**src/rtl/note_detector.sv**
```systemverilog
// Per-frame peak energy per note -> on/off hysteresis -> consecutive-frame debounce -> NDATA.
// Define NOTE_DETECT_PEAK_EN for single-peak mode; by default notes are evaluated independently.
module note_detector #(
    parameter int NOTES       = 37,
    parameter int EW          = 16,
    parameter int ON_THRESH   = 1000,
    parameter int OFF_THRESH  = 600,
    parameter int HOLD_FRAMES = 2
) (
    input  logic             clk,
    input  logic             reset,
    input  logic             enable,
    input  logic             in_valid,
    input  logic [5:0]       in_note,
    input  logic [EW-1:0]    in_energy,
    input  logic             in_last,
    output logic [NOTES-1:0] NDATA,
    output logic             ndata_valid,
    output logic [15:0]      frame_count,
    output logic             range_err
);
    localparam int            CW       = $clog2(HOLD_FRAMES) + 1;
    localparam logic [6:0]    NOTES_L  = 7'(NOTES);
    localparam logic [EW-1:0] ON_L     = EW'(ON_THRESH);
    localparam logic [EW-1:0] OFF_L    = EW'(OFF_THRESH);
    localparam logic [CW-1:0] CNT_LAST = CW'(HOLD_FRAMES - 1);
    localparam logic [CW-1:0] CNT_ONE  = CW'(1);

    function automatic logic [EW-1:0] peak_max(input logic [EW-1:0] a, input logic [EW-1:0] b);
        return (a > b) ? a : b;
    endfunction

    // A held note only lets go below OFF; an idle note needs ON to start.
    function automatic logic hyst(input logic held, input logic [EW-1:0] p);
        return held ? (p >= OFF_L) : (p >= ON_L);
    endfunction

    logic [EW-1:0]    peak_p0 [NOTES];
    logic [EW-1:0]    merged  [NOTES];
    logic [CW-1:0]    cnt_p1  [NOTES];
    logic [NOTES-1:0] ndata_p1;
    logic [NOTES-1:0] cand;
    logic             vld_p1;
    logic             beat_ok;

    assign beat_ok = in_valid && ({1'b0, in_note} < NOTES_L);

    // Stage 0: running peaks with the current beat folded in combinationally
    always_comb begin
        for (int i = 0; i < NOTES; i++) begin
            merged[i] = peak_p0[i];
            if (beat_ok && (in_note == 6'(i)))
                merged[i] = peak_max(peak_p0[i], in_energy);
        end
    end

`ifdef NOTE_DETECT_PEAK_EN
    logic [5:0]    win_idx;
    logic [EW-1:0] win_val;

    // Strict '>' while scanning upward keeps the lowest index on ties.
    always_comb begin
        win_idx = '0;
        win_val = merged[0];
        for (int i = 1; i < NOTES; i++) begin
            if (merged[i] > win_val) begin
                win_idx = 6'(i);
                win_val = merged[i];
            end
        end
    end

    always_comb begin
        cand = '0;
        for (int i = 0; i < NOTES; i++)
            cand[i] = hyst(ndata_p1[i], (win_idx == 6'(i)) ? merged[i] : '0);
    end
`else
    always_comb begin
        cand = '0;
        for (int i = 0; i < NOTES; i++)
            cand[i] = hyst(ndata_p1[i], merged[i]);
    end
`endif

    // Stage 1: debounce and publish at frame close
    always_ff @(posedge clk or posedge reset) begin
        if (reset) begin
            for (int i = 0; i < NOTES; i++) begin
                peak_p0[i] <= '0;
                cnt_p1[i]  <= '0;
            end
            ndata_p1    <= '0;
            vld_p1      <= 1'b0;
            frame_count <= '0;
            range_err   <= 1'b0;
        end else begin
            vld_p1 <= 1'b0;
            if (enable) begin
                if (in_valid && !beat_ok)
                    range_err <= 1'b1;
                if (in_last) begin
                    for (int i = 0; i < NOTES; i++) begin
                        peak_p0[i] <= '0;
                        if (cand[i] == ndata_p1[i]) begin
                            cnt_p1[i] <= '0;
                        end else if (cnt_p1[i] == CNT_LAST) begin
                            ndata_p1[i] <= cand[i];
                            cnt_p1[i]   <= '0;
                        end else begin
                            cnt_p1[i] <= cnt_p1[i] + CNT_ONE;
                        end
                    end
                    frame_count <= frame_count + 16'd1;
                    vld_p1      <= 1'b1;
                end else begin
                    for (int i = 0; i < NOTES; i++)
                        peak_p0[i] <= merged[i];
                end
            end
        end
    end

    assign NDATA       = ndata_p1;
    assign ndata_valid = vld_p1;
endmodule

```
**config.mk**
```make
export PLATFORM = sky130hd
export DESIGN_NAME = note_detector
export DESIGN_NICKNAME = d
export VERILOG_FILES = /design/src/rtl/note_detector.sv
export SDC_FILE = /design/constraint.sdc
export NUM_CORES = 2
export LEC_CHECK = 0
export ABC_CLOCK_PERIOD_IN_PS = 36500
export CAP_MARGIN = 20
export CORE_ASPECT_RATIO = 1.4
export CORE_MARGIN = 2
export CORE_UTILIZATION = 52
export DETAILED_ROUTE_END_ITERATION = 6
export PLACE_DENSITY_LB_ADDON = 0.2
export SYNTH_ARGS = -nofsm -noshare
export SYNTH_HDL_FRONTEND = slang
export SYNTH_SLANG_ARGS = --single-unit
```
**constraint.sdc**
```tcl
create_clock -name clk -period 36.5 [get_ports clk]
set_clock_uncertainty 0.1 [all_clocks]
set_input_delay 7.3 -clock clk [delete_from_list [all_inputs] [get_ports clk]]
set_output_delay 7.3 -clock clk [all_outputs]
set_load 0.005 [all_outputs]
```
==> key figures <==
Status
  – Status: finished clean

STA
  – F_max: 91.8 MHz
  – Setup violators final: 0
  – TNS Setup: 0 ns
  – Slew Viols, Final: 0
  – RSZ-0062 raised after global routing: no
  – Min Clock Period, post-route: 10.89 ns
  – Worst Slack Setup Final: 25.61 ns
  – Worst hold slack: 0.369 ns
  – Worst-Margin Slew: 1.16 ns
  – Slew Limit Headroom: 0.221
  – Period Utilization, post-route: 0.298
  – Hold Vio Cnt, Final: 0

Global routing
  – Grt total ovfl: 0
  – Vias in the first global route: 36000
  – Antenna violations before repair: 8
  – Largest net degree at the start of global routing: 190
  – Tot GR Track Use: 0.327
  – First-pass GRT wire length: 214000 µm

Floorplan
  – Die X: 248 µm
  – Row cnt: 125
  – Top-level I/O count: 82
  – Initial Utilization: 0.524
  – Die Area: 85900 µm²
  – Floorplan core area: 82900 µm²
  – Die H: 346 µm

Final layout
  – Final-layout fill cell count: 7165
  – Area grow syn2layout: 10.9%
  – FF+latch area: 18000 µm²
  – Fin cells: 5596
  – Multi-input gate area: 24300 µm²
  – Nets: 5080
  – Share of cells above drive strength 1: 0.0687

Placement
  – Dpl hpwl: 82400 µm
  – # port buffers: 81
  – RePlAce Congestion: 0.889
  – Placed Cells: 5437
  – Post-place setup slack: 24.96 ns

Drt
  – Vias: 37000
  – DRT Wirelength: 140000 µm
  – Vias/cell: 6.61
  – Routed len/inst: 25.0 µm
  – Initial DRC Count: 3336
  – Post-route ant nets: 0
  – DRT Pass-1 Iters: 6
  – DRC: 0

Logic synthesis
  – Synth Warn #: 0
  – Dominant cell type by area after synthesis: dfrtp_1
  – Netlist cell types: 85
  – Yosys top cell area share: 0.416
  – Post-synth top flop: dfrtp_1
  – Yosys reg bits: 721
  – Most common cell in the synthesized netlist: dfrtp_1
  – Ranking of synthesized cells by area: dfrtp_1 42%, ha_1 17%, a22o_1 5.9%
  – Mapped Nets: 5008
  – Mean Syn Cell Area: 9.89 µm²
  – Asr flop ratio synth: 1.00
  – Sequential share of the synthesized area: 0.416
  – Cell area after synthesis: 43400 µm²
  – Number of synthesized flops with an enable pin: 0
  – Cells after synthesis: 4388
  – Synth cell count leaders: 721 x dfrtp_1, 593 x ha_1, 532 x nand2_1

Power
  – Leak pwr: 23.2 nW
  – VDD IR-drop max: 0.0362 mV
  – PD cells: 38.2 nW/µm²

Clock network
  – # clock sinks: 721
  – Worst skew pair latency: 0.65 ns
  – Clock Path Buffers: 3
  – Post-CTS Hold Buffers: 0
  – CTS tree: yes
  – Total CTS buffers: 73
  – Number of setup buffers added after CTS: 0
  – H-tree levels: 3
  – Root buf cell: clkbuf_16
  – Post-CTS sizing: 0
  – Clock-pin slew on the worst setup and hold paths: 0.06 ns

Flow run
  – Max Cap Violations: 0

Critical path
  – Worst Path Arrival: 11.37 ns
  – Critical path launch point type: input pin
  – CP required: 36.98 ns
  – WS Path Type: in -> reg
  – Crit end category: flip-flop
  – R2R cell count: 6
  – CP max FO: 28

Min path
  – Hold depth: 1
  – HP Class: reg -> reg
-- cells in the final DEF (no fill, tap or decap), types with 40 or more instances in the layout --
master           netlist  routed
buf_4                  2      93
o21ai_0              423     423
o2bb2ai_1             52      52
nor4_1                40      40
nor2b_1               48      48
a21oi_1              322     321
nand2_1              532     529
clkdlybuf4s50_1        0      78
nand4_1              142     142
nor3_1                41      41
a22o_1               292     292
inv_1                111      94
mux2i_1               42      42
clkbuf_16              0      77
a21o_1                69      69
dfrtp_1              721     721
nand3_1               55      55
nor2_1               172     171
ha_1                 593     593
-- cells by family after synthesis --
group | after synthesis | synth area share
AOI/OAI and AO/OA | 1472 | 0.226
xor gates and xnor gates | 16 | 0.00323
adders and majority gates | 593 | 0.171
buffers and inverters | 294 | 0.0262
DFF | 721 | 0.416
muxes | 76 | 0.0216
and+or+nand+nor | 1216 | 0.137
-- metrics by stage --
stage                      util  cell area (µm²)  power [mW]
after CTS                 0.578            47900        1.85
after floorplan               -            43400       0.964
after global placement    0.548            45400        1.05
after global routing      0.581            48100        1.90
final                     0.581            48100        1.84
after detailed placement  0.548            45500        1.06
-- layer usage --
layer	up-vias	track usage	wire [µm]
met1	18300	0.432	57300
met3	450	0.0519	10900
met5	-	0	14
met4	2	0.160	7450
li1	16700	-	-
met2	1513	0.520	64400
-- power by group --
group,total (mW),leakage (nW),internal [mW],switching [mW]
clock network,0.789,1.20,0.452,0.337
registers,0.837,10.0,0.817,0.0201
logic,0.213,12.0,0.0694,0.143
total,1.84,23.2,1.34,0.501
-- path summary, 6_finish.rpt --
kind                                     startpoint                    endpoint  slack (ns)
setup / recovery                       in_energy[3]    peak_p0[575]$_DFFE_PP0P_       25.61
hold / removal                range_err$_DFFE_PP0P_       range_err$_DFFE_PP0P_        0.37
setup reg to reg           peak_p0[397]$_DFFE_PP0P_    peak_p0[398]$_DFFE_PP0P_       33.24
hold reg to reg               range_err$_DFFE_PP0P_       range_err$_DFFE_PP0P_        0.37
max in group asynchronous                     reset    peak_p0[163]$_DFFE_PP0P_       25.87
min in group asynchronous                     reset  frame_count[0]$_DFFE_PP0P_        7.15
-- layout make-up --
type	count	share of cell area
multi-input combinational	3373	0.504
sequential	721	0.375
clock buffer	99	0.0440
timing repair buffer	179	0.0325
tap	1079	0.0281
inverter	112	0.00892
clock inverter	31	0.00718
antenna	2	0.000104
-- critical path: stages --
cell and delay (ns):
clkdlybuf4s50_1 0.50, inv_2 0.34, buf_4 0.69, ha_1 0.30, a21oi_1 0.08, a2111oi_0 0.40
nor3_1 0.10, a31oi_1 0.36, inv_1 0.09, o21ai_1 0.90, a22o_1 0.28
-- flip-flops by register name, indices dropped and copies added, names as in the netlist --
register / count
NDATA: 37
cnt_p1: 74
frame_count: 16
ndata_valid: 1
peak_p0: 592
range_err: 1
Power figures use the tool's default switching activity.
